## src/rtl/spike_decoder.sv

```systemverilog
// spike_decoder: decaying post-synaptic current integrator plus windowed spike-rate counter
module spike_decoder #(
  parameter int WINDOW      = 16,
  parameter int DECAY_SHIFT = 2
) (
  input  logic       clk,
  input  logic       rst,
  input  logic       en,
  input  logic       spike_in,
  input  logic [7:0] weight,
  output logic [7:0] current,
  output logic [7:0] rate,
  output logic       rate_valid
);
  localparam int IW = $clog2(WINDOW);
  localparam logic [IW-1:0] LAST = IW'(WINDOW - 1);
  typedef enum logic {IDLE, COUNT} state_t;
  state_t        state_q, state_d;
  logic [7:0]    cur_q, cur_d, cnt_q, cnt_d, rate_q, rate_d, shifted, dec, cnt_inc;
  logic [8:0]    cur_sum;
  logic [IW-1:0] idx_q, idx_d;
  logic          rv_q, rv_d;
  // current leaks by a shifted fraction (at least 1 while nonzero) and adds the weight of an arriving spike
  always_comb begin
    shifted = cur_q >> DECAY_SHIFT;
    dec     = (shifted == 8'd0 && cur_q != 8'd0) ? 8'd1 : shifted;
    cur_sum = {1'b0, cur_q} - {1'b0, dec} + {1'b0, spike_in ? weight : 8'd0};
    cur_d   = !en ? cur_q : cur_sum[8] ? 8'hFF : cur_sum[7:0];
  end
  // window FSM: a spike opens a window, the last window cycle publishes the count
  always_comb begin
    state_d = state_q;
    cnt_d   = cnt_q;
    idx_d   = idx_q;
    rate_d  = rate_q;
    rv_d    = 1'b0;
    cnt_inc = (spike_in && cnt_q != 8'hFF) ? cnt_q + 8'd1 : cnt_q;
    if (en) begin
      if (state_q == IDLE) begin
        if (spike_in) begin
          state_d = COUNT;
          cnt_d   = 8'd1;
          idx_d   = IW'(1);
        end
      end else if (idx_q == LAST) begin
        rate_d  = cnt_inc;
        rv_d    = 1'b1;
        cnt_d   = 8'd0;
        idx_d   = '0;
        state_d = (cnt_inc != 8'd0) ? COUNT : IDLE;
      end else begin
        cnt_d = cnt_inc;
        idx_d = idx_q + 1'b1;
      end
    end
  end
  // state registers with synchronous reset taking priority over everything
  always_ff @(posedge clk) begin
    if (rst) begin
      state_q <= IDLE;
      cur_q   <= 8'd0;
      cnt_q   <= 8'd0;
      idx_q   <= '0;
      rate_q  <= 8'd0;
      rv_q    <= 1'b0;
    end else begin
      state_q <= state_d;
      cur_q   <= cur_d;
      cnt_q   <= cnt_d;
      idx_q   <= idx_d;
      rate_q  <= rate_d;
      rv_q    <= rv_d;
    end
  end
  assign current    = cur_q;
  assign rate       = rate_q;
  assign rate_valid = rv_q;
endmodule

```

## config.mk

```make
export PLATFORM = sky130hd
export DESIGN_NAME = spike_decoder
export DESIGN_NICKNAME = d
export VERILOG_FILES = /design/src/rtl/spike_decoder.sv
export SDC_FILE = /design/constraint.sdc
export NUM_CORES = 1
export LEC_CHECK = 0
export BUFFER_PORTS_ARGS = -buffer_cell sky130_fd_sc_hd__buf_2
export CAP_MARGIN = 30
export CORE_MARGIN = 2
export CORE_UTILIZATION = 45
export CTS_CLUSTER_SIZE = 40
export DETAILED_ROUTE_END_ITERATION = 6
export PLACE_DENSITY = 0.75
export SYNTH_ARGS = -nofsm -noshare
export SYNTH_HDL_FRONTEND = slang
export SYNTH_SLANG_ARGS = --single-unit
```

## constraint.sdc

```tcl
create_clock -name clk -period 3.3 [get_ports clk]
set_clock_uncertainty 0.05 [all_clocks]
set_input_delay 0.495 -clock clk [delete_from_list [all_inputs] [get_ports clk]]
set_output_delay 0.495 -clock clk [all_outputs]
set_load 0.005 [all_outputs]
```

== Word-level counts from Yosys, hierarchy flattened ==
Cells that the tools add are included.
Operators by class
  eq/ne operators: 2
  bitwise operators: 2
  muxes and demuxes: 15
  add/subtract/negate cells: 4
  reduce and logical (&&, ||, !) cells: 9
Operators by type and width (count)
  $mux W8: 6
  $reduce_bool A8 Y1: 2
  $mux W4: 3
  $add A9 B8 Y9: 1
  $sub A8 B6 Y9: 1
  $add A8 B1 Y8 const B: 1
  $logic_not A8 Y1: 1
  $ne A8 B8 Y1 const B: 1
  $mux W6: 1
  $mux W1: 5
  $add A4 B1 Y4 const B: 1
  $eq A4 B4 Y1 const B: 1
  $reduce_and A3 Y1: 1
  $reduce_or A3 Y1: 1
  $logic_and A1 B1 Y1: 2
  $not A1 Y1: 2
  $reduce_and A2 Y1: 1
  $reduce_bool A2 Y1: 1
Word-level totals
  output and inout port bits: 17
  logic and storage cells: 38
  input port bits: 12
  register bits after elaboration: 30

== Logic depth before layout (Yosys ltp) ==
  depth in word-level cells: 7
  gate-level depth with buffers: 12
  mapped depth without buffers: 12

== Least setup slack after synthesis ==
Ideal clock, no wire load.
  path type: input -> register
  start point: in spike_in
  end point: reg cur_q[0], in the netlist current[0]
  arrival time: 2.991 ns
  cell stages on the path: 11
  buffers on the path: 2
  library setup time: 0.141 ns
  path slack: 0.118 ns
  data required time: 3.109 ns
  cell sequence: buf_6 > clkbuf_1 > nand2_1 > fa_1 > inv_1 > fa_1 > a21oi_1 > o211ai_1 > o22ai_1 > mux2i_1 > a211oi_1
On the way
  longest elaborated chain between the ends: 3
Ends and longest elaborated chain
  start: declaration: RTL line 9  | input logic spike_in,
  $mux W8: RTL line 27  | cur_sum = {1'b0, cur_q} - {1'b0, dec} + {1'b0, spike_in ? weight : 8'd0};
  $add A9 B8 Y9: RTL line 27
  $mux W8: RTL line 28  | cur_d = !en ? cur_q : cur_sum[8] ? 8'hFF : cur_sum[7:0];
  end signal: assignment: RTL line 68  | cur_q <= cur_d;
  end: declaration: RTL line 19  | logic [7:0] cur_q, cur_d, cnt_q, cnt_d, rate_q, rate_d, shifted, dec, cnt_inc;
No other way between the ends.
A chain may end at the register's enable or synchronous reset.

== Final worst setup path ==
  start point: reg cur_q[3], in the netlist current[3]
  end point: reg cur_q[4], in the netlist current[4]
On the way
  longest elaborated chain between the ends: 6
  elaborated cells on any way between the ends: 7
  classes of those cells: 2 x add/sub; 2 x mux; 3 x reduce/logical
Ends and longest elaborated chain
  $logic_not A8 Y1 or $reduce_bool A8 Y1 (tied branches): RTL line 26  | dec = (shifted == 8'd0 && cur_q != 8'd0) ? 8'd1 : shifted;
  $logic_and A1 B1 Y1: RTL line 26
  $mux W6: RTL line 26
  $sub A8 B6 Y9 *: RTL line 27
  $add A9 B8 Y9 *: RTL line 27
  $mux W8 *: RTL line 28
Every way passes the cells marked *; elsewhere a longest branch is shown, timed or not.

==> reports/qor.yml <==
status:
  outcome: "finished clean"
timing:
  post-route-period-util_pct: 88.2
  whs_ns: 0.405
  finalSetupTns_ns: 0
  worst_slew_pin_slew_ns: 0.705
  slew_violations: 0
  clock.fmax_mhz: 343
  period_minus_slack_ns: 2.91
  rsz0062_at_grt: "false"
  setup_viol: 0
  hold_viol_final: 0
  maxSlewHeadroom_pct: 52.7
layout:
  drive_gt1_share_pct: 17.3
  nets: 301
  antenna_cells: 0
  area_growth_pct: 11.7
clocking:
  hold_buffers: 0
  worstSkewPairLatency_ns: 0.29
  clockBufferDepth: 2
  cts_resized: 0
  cts_tree: "yes"
  h-tree-depth: 2
  cts_root_buf: "clkbuf_8"
  postCtsSetupBuffers: 0
  clk_pin_slew_ns: 0.06
  numCtsBuffers: 5
  numClockSinks: 30
critical_path:
  worstSetupStartpointType: "flop"
  end_kind: "flop"
  r2r_cells: 13
  r2r-start: "current[3]"
  arrival_ns: 3.01
  required_ns: 3.40
  critPathKind: "reg -> reg"
  rrSetupSlack_ns: 0.39
  r2r-end: "current[4]"
  cp_max_fo: 8
route:
  ant_nets: 0
  wl_met3_um: 163
  wl_met2_um: 1970
  drt_pass1_iterations: 4
  top_layer: "met4"
  vias: 1751
  drc: 0
  drt-met1-wl_um: 2240
  drtIter0Drc: 125
  wl_um: 4440
  wl_per_cell_um: 13.7
  via_per_inst: 5.42
yosys:
  synth.top_cells.by_count: "nand2_1, dfxtp_1, nor2_1"
  synth_nets: 279
  netlist_top_cells_area: "dfxtp_1, ha_1, fa_1"
  avgSynthCellArea_um2: 8.12
  synth-seq-cells: 30
  syn_area_um2: 2010
  synth_most_common_cell: "nand2_1"
  synth_cell_types: 46
  async_flop_share_pct: 0
  synth-edff-count: 0
  yosysTopAreaCellShare_pct: 29.8
  synth_top_cell_by_area: "dfxtp_1"
  synth-main-ff-cell: "dfxtp_1"
  ys_seq_area_share_pct: 29.8
  synthCells: 248
  yosysWarnings: 0
power_and_ir_drop:
  comb_power_share_pct: 58.1
  p_sw_uw: 838
  share_seq_of_total_power_pct: 25.6
  ir_worst_vdd_uv: 824
  switching_share_pct: 44.1
  p_leak_nw: 0.995
  power_density_nw_per_um2: 845
  intPower_mw: 1.06
  power_frac_clock_pct: 16.3
floorplan:
  io_pins: 29
  core_um2: 4320
  initial_core_util_pct: 46.6
  dieArea_um2: 5020
  fp-row-count: 24
  die_h_um: 70.9
  die_x_um: 70.9
global_routing:
  grt_pass1_vias: 1582
  antenna_found_initial: 0
  grt_max_degree: 29
  overflow: 0
  grt_pass1_wl_um: 7510
  track_usage_pct: 18.9
hold_path:
  whs_path_depth: 2
  min_path_type: "reg -> reg"
  hold_start: "rate[7]"
  min_to: "rate[7]"
placement:
  numPortBuffers: 28
  dpl.hpwl_um: 3300
  routabilityCongestion: 0.816
run:
  cap_violations: 0
## cell usage in the layout, fill, tap and decap left out, types with 2 or more instances in the layout
cell,n
a211oi_1,9
a21oi_1,13
a22oi_1,6
a311oi_1,2
a31oi_1,3
and3_1,2
buf_2,28
buf_4,3
clkbuf_8,6
dfxtp_1,30
fa_1,6
ha_1,13
inv_1,27
mux2_2,3
mux2i_1,4
nand2_1,31
nand2b_1,2
nand3_1,8
nor2_1,30
nor2b_1,2
nor3_1,6
o211ai_1,3
o21ai_0,2
o221a_2,2
o41ai_1,2
or3_1,2
xnor2_1,3
xor2_1,4
## final cells by class
cell class,instances,area (um2)
timing repair buffer,31,163
fill,451,2070
sequential,30,601
clock inverter,1,5.00
inverter,27,101
tap,52,65.1
clock buffer,7,86.3
multi-input combinational,175,1230
## kinds of logic (layout without fill, tap and decap cells)
family	Yosys count	count (layout)	share of synthesized area [%]
compound gates	52	52	19.3
simple gates	89	89	20.3
flops	30	30	29.8
xor+xnor	7	7	3.05
mux	8	8	4.41
buf+inv	43	66	9.14
fa+ha+maj	19	19	14.0
## layer usage
| layer | up-vias | global-route usage [%] |
|---|---|---|
| met5 | - | 0 |
| met4 | 0 | 5.66 |
| met3 | 6 | 5.27 |
| met2 | 35 | 27.8 |
| met1 | 814 | 27.1 |
| li1 | 896 | - |
## flip-flops by register name (all words and copies together) (netlist names)
| register | count |
|---|---|
| rate | 8 |
| cnt_q | 8 |
| rate_valid | 1 |
| state_q | 1 |
| idx_q | 4 |
| current | 8 |
## per-stage QoR
step,worst slack (ns),utilization [%],power [mW],instances,area (um2)
CTS,0.361,52.0,1.91,323,2250
detailed placement,0.286,49.9,1.59,315,2160
finish,0.388,52.0,1.90,323,2250
global placement,0.337,49.9,1.57,315,2160
floorplan,0.118,-,1.32,248,2010
global route,0.198,52.0,2.07,323,2250
## how the worst max path moves through the flow
stage                     slack, ns    endpoint  cells after the start       start
after global placement         0.34  current[0]                     11    spike_in
final                          0.39  current[4]                     13  current[3]
after global routing           0.20  current[0]                     13  current[3]
after CTS                      0.36  current[4]                     13  current[3]
after detailed placement       0.29  current[4]                     11    spike_in
after floorplan                0.12  current[0]                     11    spike_in
## power by group through the flow
stage	registers, mW	logic (mW)	clock network (mW)
2_1_floorplan	0.472	0.852	0
3_5_place_dp	0.494	1.10	0
5_1_grt	0.496	1.25	0.328
4_1_cts	0.487	1.11	0.313
3_3_place_gp	0.492	1.07	0
6_report	0.487	1.10	0.310
## worst max-delay path, stage by stage (launching register included)
cell	delay, ns
dfxtp_1	0.36
inv_1	0.11
o211ai_1	0.10
o41ai_1	0.33
ha_1	0.20
inv_1	0.04
ha_1	0.20
fa_1	0.40
a21oi_1	0.21
o211ai_1	0.15
o22ai_1	0.18
mux2i_1	0.20
buf_4	0.17
a211oi_1	0.07
(Power assumes the default switching activity.)
